## config.mk

```make
export PLATFORM = sky130hd
export DESIGN_NAME = q_frame_accumulator
export DESIGN_NICKNAME = d
export VERILOG_FILES = /design/src/rtl/q_frame_accumulator.sv
export SDC_FILE = /design/constraint.sdc
export NUM_CORES = 1
export LEC_CHECK = 0
export CORE_ASPECT_RATIO = 1.25
export CORE_UTILIZATION = 45
export CTS_CLUSTER_DIAMETER = 40
export DETAILED_ROUTE_END_ITERATION = 6
export PLACE_DENSITY = 0.75
export SLEW_MARGIN = 20
export SYNTH_ARGS = -nofsm -noshare
export SYNTH_HDL_FRONTEND = slang
export SYNTH_SLANG_ARGS = --single-unit
```

## constraint.sdc

```tcl
create_clock -name i_clk -period 2.7 [get_ports i_clk]
set_input_delay 0.54 -clock i_clk [delete_from_list [all_inputs] [get_ports i_clk]]
set_output_delay 0.54 -clock i_clk [all_outputs]
set_load 0.05 [all_outputs]
```

## src/rtl/q_frame_accumulator.sv

```systemverilog
// rtl/q_frame_accumulator.sv - sequences q_measurement and sums N_SAMPLES results per frame
// Optional feature macro: Q_ACC_SATURATE_EN (saturating frame sum instead of wrap-around).
module q_frame_accumulator #(
  parameter int WIDTH     = 10,
  parameter int N_SAMPLES = 4,
  parameter int ACC_WIDTH = 12,
  parameter int GAP       = 2,
  parameter int TO_WIDTH  = 8
) (
  input  logic                 i_clk,
  input  logic                 i_rst,
  input  logic                 i_enable,
  input  logic                 i_ready,
  input  logic [WIDTH-1:0]     i_measured_q,
  output logic                 o_start,
  output logic [ACC_WIDTH-1:0] o_acc_q,
  output logic                 o_acc_valid,
  input  logic                 i_acc_ack,
  output logic [7:0]           o_sample_idx,
  output logic                 o_timeout_err
);

  localparam int GW = $clog2(GAP + 1) + 1;
  localparam logic [GW-1:0]       GAP_C    = GW'(GAP);
  // Last watchdog value before expiry: MEASURE lasts at most 2^TO_WIDTH-1 cycles.
  localparam logic [TO_WIDTH-1:0] WD_LAST  = TO_WIDTH'((2 ** TO_WIDTH) - 2);
  localparam logic [7:0]          IDX_LAST = 8'(N_SAMPLES - 1);

  typedef enum logic [2:0] {
    S_IDLE,
    S_ARM,
    S_MEASURE,
    S_CAPTURE,
    S_DONE
  } state_t;

  state_t                r_state;
  state_t                w_state_nxt;
  logic [GW-1:0]         r_gap;
  logic [TO_WIDTH-1:0]   r_wd;
  logic [WIDTH-1:0]      r_cap;
  logic [ACC_WIDTH-1:0]  r_acc;
  logic [7:0]            r_idx;
  logic                  r_timeout;
  logic                  r_start;
  logic                  r_valid;

  logic                  w_gap_done;
  logic                  w_wd_expired;
  logic                  w_last;
  logic                  w_frame_clear;
  logic                  w_cap_load;
  logic [WIDTH-1:0]      w_cap_val;
  logic                  w_timeout_set;
  logic                  w_acc_add;
  logic                  w_idx_inc;
  logic [ACC_WIDTH-1:0]  w_acc_next;

  assign w_gap_done   = (r_gap >= GAP_C);
  assign w_wd_expired = (r_wd == WD_LAST);
  assign w_last       = (r_idx == IDX_LAST);

`ifdef Q_ACC_SATURATE_EN
  logic [ACC_WIDTH:0] w_sum;
  assign w_sum      = {1'b0, r_acc} + (ACC_WIDTH + 1)'(r_cap);
  assign w_acc_next = w_sum[ACC_WIDTH] ? '1 : w_sum[ACC_WIDTH-1:0];
`else
  assign w_acc_next = r_acc + ACC_WIDTH'(r_cap);
`endif

  // State register; reset drops start immediately so the front end re-arms.
  always_ff @(posedge i_clk or posedge i_rst) begin
    if (i_rst) r_state <= S_IDLE;
    else       r_state <= w_state_nxt;
  end

  // Next-state decode; ARM also waits for a stale ready to clear.
  always_comb begin
    w_state_nxt = r_state;
    case (r_state)
      S_IDLE:    if (i_enable) w_state_nxt = S_ARM;
      S_ARM:     if (w_gap_done && !i_ready) w_state_nxt = S_MEASURE;
      S_MEASURE: if (i_ready || w_wd_expired) w_state_nxt = S_CAPTURE;
      S_CAPTURE: w_state_nxt = w_last ? S_DONE : S_ARM;
      S_DONE:    if (i_acc_ack) w_state_nxt = i_enable ? S_ARM : S_IDLE;
      default:   w_state_nxt = S_IDLE;
    endcase
  end

  // Datapath controls per state; ready wins over a simultaneous watchdog expiry.
  always_comb begin
    w_frame_clear = 1'b0;
    w_cap_load    = 1'b0;
    w_cap_val     = '0;
    w_timeout_set = 1'b0;
    w_acc_add     = 1'b0;
    w_idx_inc     = 1'b0;
    case (r_state)
      S_IDLE:    w_frame_clear = i_enable;
      S_MEASURE: begin
        w_cap_load    = i_ready || w_wd_expired;
        w_cap_val     = i_ready ? i_measured_q : '0;
        w_timeout_set = !i_ready && w_wd_expired;
      end
      S_CAPTURE: begin
        w_acc_add = 1'b1;
        w_idx_inc = !w_last;
      end
      S_DONE:    w_frame_clear = i_acc_ack && i_enable;
      default:   w_frame_clear = 1'b0;
    endcase
  end

  // Counters, capture/accumulate registers and registered outputs.
  always_ff @(posedge i_clk or posedge i_rst) begin
    if (i_rst) begin
      r_gap     <= '0;
      r_wd      <= '0;
      r_cap     <= '0;
      r_acc     <= '0;
      r_idx     <= '0;
      r_timeout <= 1'b0;
      r_start   <= 1'b0;
      r_valid   <= 1'b0;
    end else begin
      if (r_state != S_ARM)  r_gap <= '0;
      else if (!w_gap_done)  r_gap <= r_gap + 1'b1;
      if (r_state != S_MEASURE) r_wd <= '0;
      else                      r_wd <= r_wd + 1'b1;
      if (w_cap_load) r_cap <= w_cap_val;
      if (w_frame_clear) begin
        r_acc     <= '0;
        r_idx     <= '0;
        r_timeout <= 1'b0;
      end else begin
        if (w_acc_add)     r_acc     <= w_acc_next;
        if (w_idx_inc)     r_idx     <= r_idx + 1'b1;
        if (w_timeout_set) r_timeout <= 1'b1;
      end
      r_start <= (w_state_nxt == S_MEASURE);
      r_valid <= (w_state_nxt == S_DONE);
    end
  end

  assign o_start       = r_start;
  assign o_acc_q       = r_acc;
  assign o_acc_valid   = r_valid;
  assign o_sample_idx  = r_idx;
  assign o_timeout_err = r_timeout;

endmodule

```

==> metrics.txt, run 1 <==
status completed; CP startpoint kind flop; LEAKAGE 1.33 nW; CP Capture Type flop; Post-Syn Area 2440 sq um; VDD IR max 0.000466 V; Final #Nets 301; core footprint 5150 sq um; area leader, netlist dfrtp_1; Slew Limit Fails 0; Syn Area/Cell 10.5 sq um; Buf/Inv on CP 0; global-route wire length before repair 8270 um; FMAX 0.469 GHz; Setup TNS Final 0 ns; First-pass DRT Iterations 6; max layer used met4; Post-route DRC 0; Distinct cells, synth 48; Main synth FF type dfrtp_1; Antenna diodes 0; Starting Density 47.3%; vias in the first global route 1,900; initial antenna violation count 0; number of I/O pins 38; H-tree depth 2; Clock Sinks 47; max-cap viol count 0; Post-synth EDFFs 0; Post-CTS Setup Inserts 0; clock buffer depth 2; slew margin rel. 62.4%; global route total overflow 0; WP data arrival 2.32 ns; Vias 1,866; post-route setup slack 0.566 ns; Cell Rows 29; wire per inst 15.3 um; Crit path max-delay family compound AO/OA/AOI/OAI gates; routability-driven placement congestion ratio 0.848; DP HPWL 3630 um; Port Buffers 37; Die X-Extent 67.8 um; Die H 84.3 um; Hold Path Class reg -> reg; final core utilization 57.2%; worst-path fanout max 3; number of CTS-inserted buffers 5; post-synth net total 263; final hold slack 0.515 ns; root buf cell clkbuf_8; kind of critical path reg -> reg; Synth area leaders dfrtp_1 48%, ha_1 7.2%, xor2_1 5.4%, nand3_1 4.3%, nor2_1 4.3%; Tcrit/Tclk final 79.0%; yosys warns 0; WL met2 2540 um; wire length on met3 169 um; Resized Gates After CTS 0; Clock transition at path regs 0.09 ns; final hold violations 0; Post-Synthesis Cells 233; Slowest cell on crit path fa_1; Total GRT Usage 19.1%; post-synthesis sequential area ratio 48.3%; antenna-violating nets left 0; Post-Route WL 5100 um; Metal-1 WL 2280 um; Clock Latency Late Sink 0.30 ns; P&R area growth vs syn 20.9%; Via density 5.60; Tmin final 2.13 ns; Final setup viols 0; dpl ws 0.525 ns; Crit path required time 2.88 ns; die area 5720 sq um; PwrDens 973 nW/um^2; CTS tree yes; critical-path cell list ha_1 > fa_1 > a211oi_2 > o21bai_2 > a41oi_1 > xor2_1 > o21ai_0; Worst-Margin Slew 0.563 ns; DRT iter0 DRCs 93; post-synth top area share 48.3%; skew final 0.00946 ns; CTS Hold Bufs 0; pin count of the biggest net entering global routing 23; asr flop ratio synth 100%; layout cells sized above 1 7.75%; FF+latch count, synth 47; CP max stage delay 0.46 ns; RSZ-0062 raised after global routing false
-- worst register-to-register path, cell delays in order, from the launching register on --
cell      delay, ns
dfrtp_1        0.41
ha_1           0.23
fa_1           0.46
a211oi_2       0.27
o21bai_2       0.12
a41oi_1        0.26
xor2_1         0.18
o21ai_0        0.09
-- Yosys cell counts (all sizes together), types with 2 or more instances --
library cell and number:
o31ai 2, clkbuf 3, o32ai 2, a21o 2
mux2i 2, a211oi 3, nor3b 4, and3 5
o21bai 2, inv 4, buf 6, nand2b 2
dfrtp 47, nand2 13, a31oi 2, a21oi 11
and4 3, nand4 4, o21ai 10, xor2 15
a22o 10, xnor2 5, ha 14, nor2 29
nand3 21
-- final cells by class --
| cell class | instances | area (sq um) |
|---|---|---|
| repair buffers | 40 | 393 |
| inverters | 4 | 15.0 |
| clock inverters | 1 | 30.0 |
| well taps | 62 | 77.6 |
| multi-input cells | 173 | 1180 |
| clock buffers | 6 | 72.6 |
| fillers | 456 | 2210 |
| flip-flops and latches | 47 | 1180 |
-- sequential cells by signal, indices dropped and copies added, names as in the netlist --
name           flops
o_acc_q           12
r_cap             10
o_sample_idx       8
r_wd               8
r_gap              3
r_state            3
o_acc_valid        1
o_start            1
o_timeout_err      1
-- cells by family after synthesis --
family                   Yosys count  synth area share, %
AO/OA/AOI/OAI                     48                 14.5
flip-flops                        47                 48.3
multiplexers                       2                0.821
adder cells (fa/ha/maj)           15                 8.01
AND/OR/NAND/NOR                   88                 18.0
XOR/XNOR                          20                 7.19
buffers and inverters             13                 3.23
-- per-layer routing --
metal | vias to the layer above | track usage (%)
li1 | 911 | -
met3 | 15 | 4.35
met1 | 895 | 22.5
met5 | - | 0
met4 | 0 | 9.09
met2 | 45 | 32.0
-- through the flow --
| stage | instances | total power [mW] | area [sq um] |
|---|---|---|---|
| 2_1_floorplan | 233 | 2.03 | 2440 |
| 3_3_place_gp | 326 | 2.32 | 2840 |
| 3_5_place_dp | 326 | 2.37 | 2840 |
| 4_1_cts | 333 | 2.87 | 2950 |
| 5_1_grt | 333 | 3.04 | 2950 |
| 6_report | 333 | 2.87 | 2950 |
-- cells in the final DEF (no fill, tap or decap), drive strengths merged, types with 2 or more instances in the layout --
| master | instances |
|---|---|
| and4 | 3 |
| a31oi | 2 |
| nor2 | 29 |
| buf | 3 |
| xor2 | 15 |
| dfrtp | 47 |
| nor3b | 4 |
| o21ai | 10 |
| o21bai | 2 |
| a21oi | 11 |
| mux2i | 2 |
| clkdlybuf4s50 | 37 |
| xnor2 | 5 |
| a22o | 10 |
| o32ai | 2 |
| ha | 14 |
| inv | 4 |
| nand2 | 13 |
| nand3 | 21 |
| o31ai | 2 |
| nand2b | 2 |
| and3 | 5 |
| a21o | 2 |
| nand4 | 4 |
| clkbuf | 6 |
| a211oi | 3 |
-- report_power, final --
part | total (mW) | switching, mW | internal, mW
sequential | 1.05 | 0.166 | 0.886
combinational | 1.31 | 0.795 | 0.515
clock | 0.505 | 0.233 | 0.272
total | 2.87 | 1.19 | 1.67
-- worst paths after layout --
check	slack, ns	end	start	cells past startpoint
setup / recovery	0.57	o_acc_q[8]$_DFFE_PP0P_	o_acc_q[0]$_DFFE_PP0P_	7
hold / removal	0.52	o_timeout_err$_DFFE_PP0P_	o_timeout_err$_DFFE_PP0P_	2
setup reg to reg	0.57	o_acc_q[8]$_DFFE_PP0P_	o_acc_q[0]$_DFFE_PP0P_	7
hold reg to reg	0.52	o_timeout_err$_DFFE_PP0P_	o_timeout_err$_DFFE_PP0P_	2
max in group asynchronous	1.60	r_state[1]$_DFF_PP0_	i_rst	3
min in group asynchronous	0.55	o_sample_idx[3]$_DFFE_PP0P_	i_rst	2
Power figures use the tool's default switching activity.
==> run 2: changes to the inputs <==
- PLACE_DENSITY: 0.75 -> 0.77
- clock period: 2.7 -> 1.85 ns (I/O delays scaled with it)
==> run 2 against run 1 <==
  * The flow now finishes with violations (negative setup slack)
  * Die area did not move
  * Via count rose by 2.7%
  * Register-to-register slack got worse by 0.62 ns
  * Combinational power rose by 66%
  * Count of clock-buffer cells in the layout did not move
  * Global-route usage barely moved
  * Non-clock buffer count rose by 13
  * Critical path type unchanged
  * Wire length rose by 1.4%
  * Clock skew rose by 0.0027 ns
==> metrics.txt, run 2 (synthesis gave the netlist of run 1 again) <==
pin count of the biggest net entering global routing 21; layout cells sized above 1 27.4%; failing checks negative setup slack; Post-route DRC 0; Worst-Margin Slew 0.538 ns; Setup TNS Final -0.0552 ns; Reg2Reg Depth 8; Fillers 439; Via density 5.52; Antenna diodes 0; CP startpoint kind flop; Crit path required time 2.04 ns; initial antenna violation count 0; Tmin final 1.90 ns; Clock transition at path regs 0.09 ns; Clock Latency Late Sink 0.30 ns; DP HPWL 3710 um; worst-path fanout max 2; Clock Sinks 47; FMAX 0.525 GHz; root buf cell clkbuf_8; status complete, but fails checks; Vias 1,917; Port Buffers 37; PwrDens 1450 nW/um^2; Cell Rows 29; final hold violations 0; Die X-Extent 67.8 um; wire per inst 14.9 um; CTS tree yes; core footprint 5150 sq um; max-cap viol count 0; Final #Nets 314; global route total overflow 0; number of CTS-inserted buffers 5; max reg flops 12; Total Power 4.53 mW; slew margin rel. 64.1%; number of I/O pins 38; most frequent cells in the layout 41 x dfrtp_1, 38 x buf_4, 28 x nor2_1; Total GRT Usage 19.1%; Tcrit/Tclk final 103%; vias in the first global route 1,795; antenna-violating nets left 0; DRT iter0 DRCs 68; LEAKAGE 1.44 nW; Final setup viols 2; Die H 84.3 um; VDD IR max 0.000885 V; Hold Path Class in -> async; kind of critical path reg -> reg; Starting Density 47.3%; Slew Limit Fails 0; Post-Route WL 5170 um; post-route design area 3120 sq um; WP data arrival 2.09 ns; H-tree depth 2; routability-driven placement congestion ratio 0.819; final hold slack 0.344 ns; P&R area growth vs syn 28.0%; RSZ-0062 raised after global routing true; die area 5720 sq um; skew final 0.0122 ns; clock buffer depth 2; commonest non-fill, non-tap cell in the layout dfrtp_1; post-route setup slack -0.0538 ns; CP Capture Type flop; First-pass DRT Iterations 4; Area after DPL 2960 sq um; global-route wire length before repair 8310 um
[run 2: cell count changes in the layout (fill, tap and decap cells not counted), moves of 4 or more]
cell / previous run / this run
clkdlybuf4s50_1: 37 / 14
ha_1: 14 / 9
buf_4: 3 / 38
dfrtp_1: 47 / 41
ha_4: 0 / 4
dfrtp_2: 0 / 6
[run 2: worst paths after layout]
check / from / slack (ns) / to
hold reg to reg: r_cap[6]$_DFFE_PP0P_ / 0.52 / r_cap[6]$_DFFE_PP0P_
setup / recovery: r_cap[0]$_DFFE_PP0P_ / -0.05 / o_acc_q[10]$_DFFE_PP0P_
setup reg to reg: r_cap[0]$_DFFE_PP0P_ / -0.05 / o_acc_q[10]$_DFFE_PP0P_
max in group asynchronous: i_rst / 0.99 / r_gap[2]$_DFFE_PP0P_
min in group i_clk: r_cap[6]$_DFFE_PP0P_ / 0.52 / r_cap[6]$_DFFE_PP0P_
hold / removal: i_rst / 0.34 / r_cap[2]$_DFFE_PP0P_
[run 2: cell type report]
| type | instances | area, sq um | area share (%) |
|---|---|---|---|
| clock buffers | 6 | 82.6 | 2.65 |
| repair buffers | 53 | 445 | 14.3 |
| well taps | 62 | 77.6 | 2.49 |
| inverters | 4 | 15.0 | 0.481 |
| clock inverters | 2 | 35.0 | 1.12 |
| multi-input cells | 173 | 1280 | 41.0 |
| flip-flops and latches | 47 | 1180 | 37.9 |
[run 2: repair_timing]
action | in CTS | in global routing
hold buffers | 0 | 0
buffers inserted | 0 | 3
endpoints found under the hold margin | 0 | 0
pin swaps | 2 | 1
cloned | 0 | 0
resized for setup | 1 | 4
setup endpoints to repair | 3 | 6
[run 2: layer usage]
metal / track usage [%] / vias up / share of wire (%)
met1: 24.3 / 939 / 44
met4: 6.06 / 0 / 2.1
li1: - / 938 / -
met5: 0 / - / 0
met2: 31.1 / 30 / 51
met3: 4.89 / 10 / 3.2
[run 2: power by group]
part           total (mW)  leakage, nW  switching (mW)  internal (mW)
logic                2.18        0.759            1.24          0.931
clock network       0.778       0.0612           0.341          0.437
registers            1.58        0.619           0.273           1.30
total                4.53         1.44            1.86           2.67
[run 2: critical path, cell delays in order, from the launching register on]
cell and delay [ns]:
dfrtp_1 0.42, ha_4 0.18, fa_2 0.34, a211oi_2 0.24, o21bai_2 0.11, a21oi_2 0.19, o21a_1 0.15, or3_1 0.10
a21oi_1 0.06
[run 2: through the flow]
step	instances	utilization, %	setup slack [ns]
2_1_floorplan	233	-	-0.138
3_3_place_gp	336	57.5	-0.0380
3_5_place_dp	336	57.5	-0.0610
4_1_cts	344	59.7	-0.0676
5_1_grt	347	60.5	-0.135
6_report	347	60.5	-0.0538
==> run 3: changes to the inputs <==
- CORE_UTILIZATION: 45 -> 48
- HOLD_SLACK_MARGIN: unset -> 0.08
- PLACE_DENSITY: 0.77 -> 0.81
- SLEW_MARGIN: 20 -> unset
==> run 3 against run 2 <==
  * Wire length up 2.5%
  * Register-to-register slack improved by 0.04 ns
  * Sequential power hardly changed
  * Non-clock buffer count is the same
  * Critical path type unchanged
  * Critical endpoint unchanged
  * Critical path depth stayed put
  * The run still ends with negative setup slack left
  * Largest cell class unchanged
  * Setup slack gained 0.037 ns
  * Via count is 0.83% higher
  * Worst hold slack worse by 0.028 ns
==> metrics.txt, run 3 (synthesis gave the netlist of run 1 again) <==
global-route wire length before repair 8660 um; Tmin final 1.87 ns; Die H 81.7 um; P&R area growth vs syn 27.0%; Slew Limit Fails 0; Buf/Inv on CP 0; final core utilization 64.5%; Crit path required time 2.05 ns; FMAX 0.536 GHz; vias in the first global route 1,958; initial antenna violation count 0; critical-path cell list ha_4 > fa_2 > a211oi_2 > o21bai_2 > a21oi_2 > o21a_1 > or3_1 > a21oi_1; routability-driven placement congestion ratio 0.875; Clock transition at path regs 0.09 ns; PwrDens 1440 nW/um^2; Port Buffers 37; Final #Nets 314; Clock Sinks 47; wire length on met3 151 um; Antenna diodes 0; layout cells sized above 1 26.7%; root buf cell clkbuf_8; Hold Path Class in -> async; Die X-Extent 65.7 um; CTS tree yes; LEAKAGE 1.44 nW; final hold slack 0.316 ns; Via density 5.60; pin count of the biggest net entering global routing 37; max reg flops 12; failing checks negative setup slack; Metal-1 WL 2200 um; Starting Density 50.8%; slew margin rel. 66.5%; Tcrit/Tclk final 101%; max-cap viol count 0; CP max stage delay 0.41 ns; max layer used met4; number of CTS-inserted buffers 5; DRT iter0 DRCs 143; Cell Rows 28; core footprint 4800 sq um; most frequent cells in the layout 41 x dfrtp_1, 37 x buf_4, 28 x nor2_1; number of I/O pins 38; Worst-Margin Slew 0.502 ns; WL met2 2890 um; VDD IR max 0.000542 V; WP data arrival 2.06 ns; CP Capture Type flop; post-route setup slack -0.0173 ns; Total GRT Usage 21.4%; Fillers 397; kind of critical path reg -> reg; antenna-violating nets left 0; Final setup viols 3; skew final 0.0102 ns; CP startpoint kind flop; H-tree depth 2; Slowest cell on crit path dfrtp_1; DP HPWL 3850 um; Crit path max-delay family compound AO/OA/AOI/OAI gates; status complete, but fails checks; Total Power 4.46 mW; First-pass DRT Iterations 4; final hold violations 0; clock buffer depth 2; Post-route DRC 0; global route total overflow 0; RSZ-0062 raised after global routing true; commonest non-fill, non-tap cell in the layout dfrtp_1; die area 5370 sq um; Post-Route WL 5300 um; wire per inst 15.4 um; Clock Latency Late Sink 0.31 ns; Vias 1,933; worst-path fanout max 2; CTS Hold Bufs 0
run 3: changes by cell type in the layout (fill, tap and decap cells not counted), sizes merged:
cell / before / now
buf: 39 / 38
bufinv: 1 / 0
dlymetal6s2s: 0 / 1
clkinv: 1 / 0
clkinvlp: 0 / 1
clkbuf: 6 / 7
run 3: what timing repair did:
item	CTS	global route
resized for setup	1	3
setup buffers	2	2
pin swaps	2	3
setup endpoints to repair	3	7
run 3: path summary, 6_finish.rpt:
kind | from | cells after the start | to | slack [ns]
worst min-delay path | i_rst | 2 | o_timeout_err$_DFFE_PP0P_ | 0.32
worst min register to register | o_timeout_err$_DFFE_PP0P_ | 2 | o_timeout_err$_DFFE_PP0P_ | 0.51
worst max register to register | r_cap[0]$_DFFE_PP0P_ | 8 | o_acc_q[10]$_DFFE_PP0P_ | -0.02
worst max-delay path | r_cap[0]$_DFFE_PP0P_ | 8 | o_acc_q[10]$_DFFE_PP0P_ | -0.02
max in group asynchronous | i_rst | 3 | o_acc_q[1]$_DFFE_PP0P_ | 1.06
min in group i_clk | o_timeout_err$_DFFE_PP0P_ | 2 | o_timeout_err$_DFFE_PP0P_ | 0.51
run 3: per-stage QoR:
step	cells	TNS, ns	setup slack (ns)	area (sq um)
6_report	345	-0.0196	-0.0173	3100
5_1_grt	345	-0.363	-0.0971	3100
4_1_cts	343	-0.00815	-0.00815	3070
3_5_place_dp	333	-0.124	-0.0717	2950
3_3_place_gp	333	-0.0223	-0.0204	2950
2_1_floorplan	233	-0.349	-0.138	2520
run 3: area by class of cell:
type	count	area (sq um)	area share [%]
clock buffer	7	96.3	3.11
clock inverter	1	7.51	0.243
inverter	4	15.0	0.485
multi-input combinational	173	1270	40.9
sequential	47	1180	38.2
tap	60	75.1	2.43
timing repair buffer	53	450	14.6
run 3: worst reg2reg max path: cells and delay by family (launching register included):
| family | cells | cell delay (ns) |
|---|---|---|
| compound gates | 5 | 0.73 |
| fa+ha+maj | 2 | 0.53 |
| flops | 1 | 0.41 |
| simple gates | 1 | 0.10 |
run 3: layer usage:
metal,up-vias,global-route usage [%]
li1,936,-
met1,953,25.6
met2,36,38.0
met3,8,3.75
met4,0,8.04
met5,-,0
run 3: power by group:
group | total (mW) | internal [mW] | switching, mW | leakage (nW)
sequential | 1.57 | 1.30 | 0.271 | 0.619
clock | 0.687 | 0.340 | 0.347 | 0.0505
combinational | 2.19 | 0.946 | 1.25 | 0.774
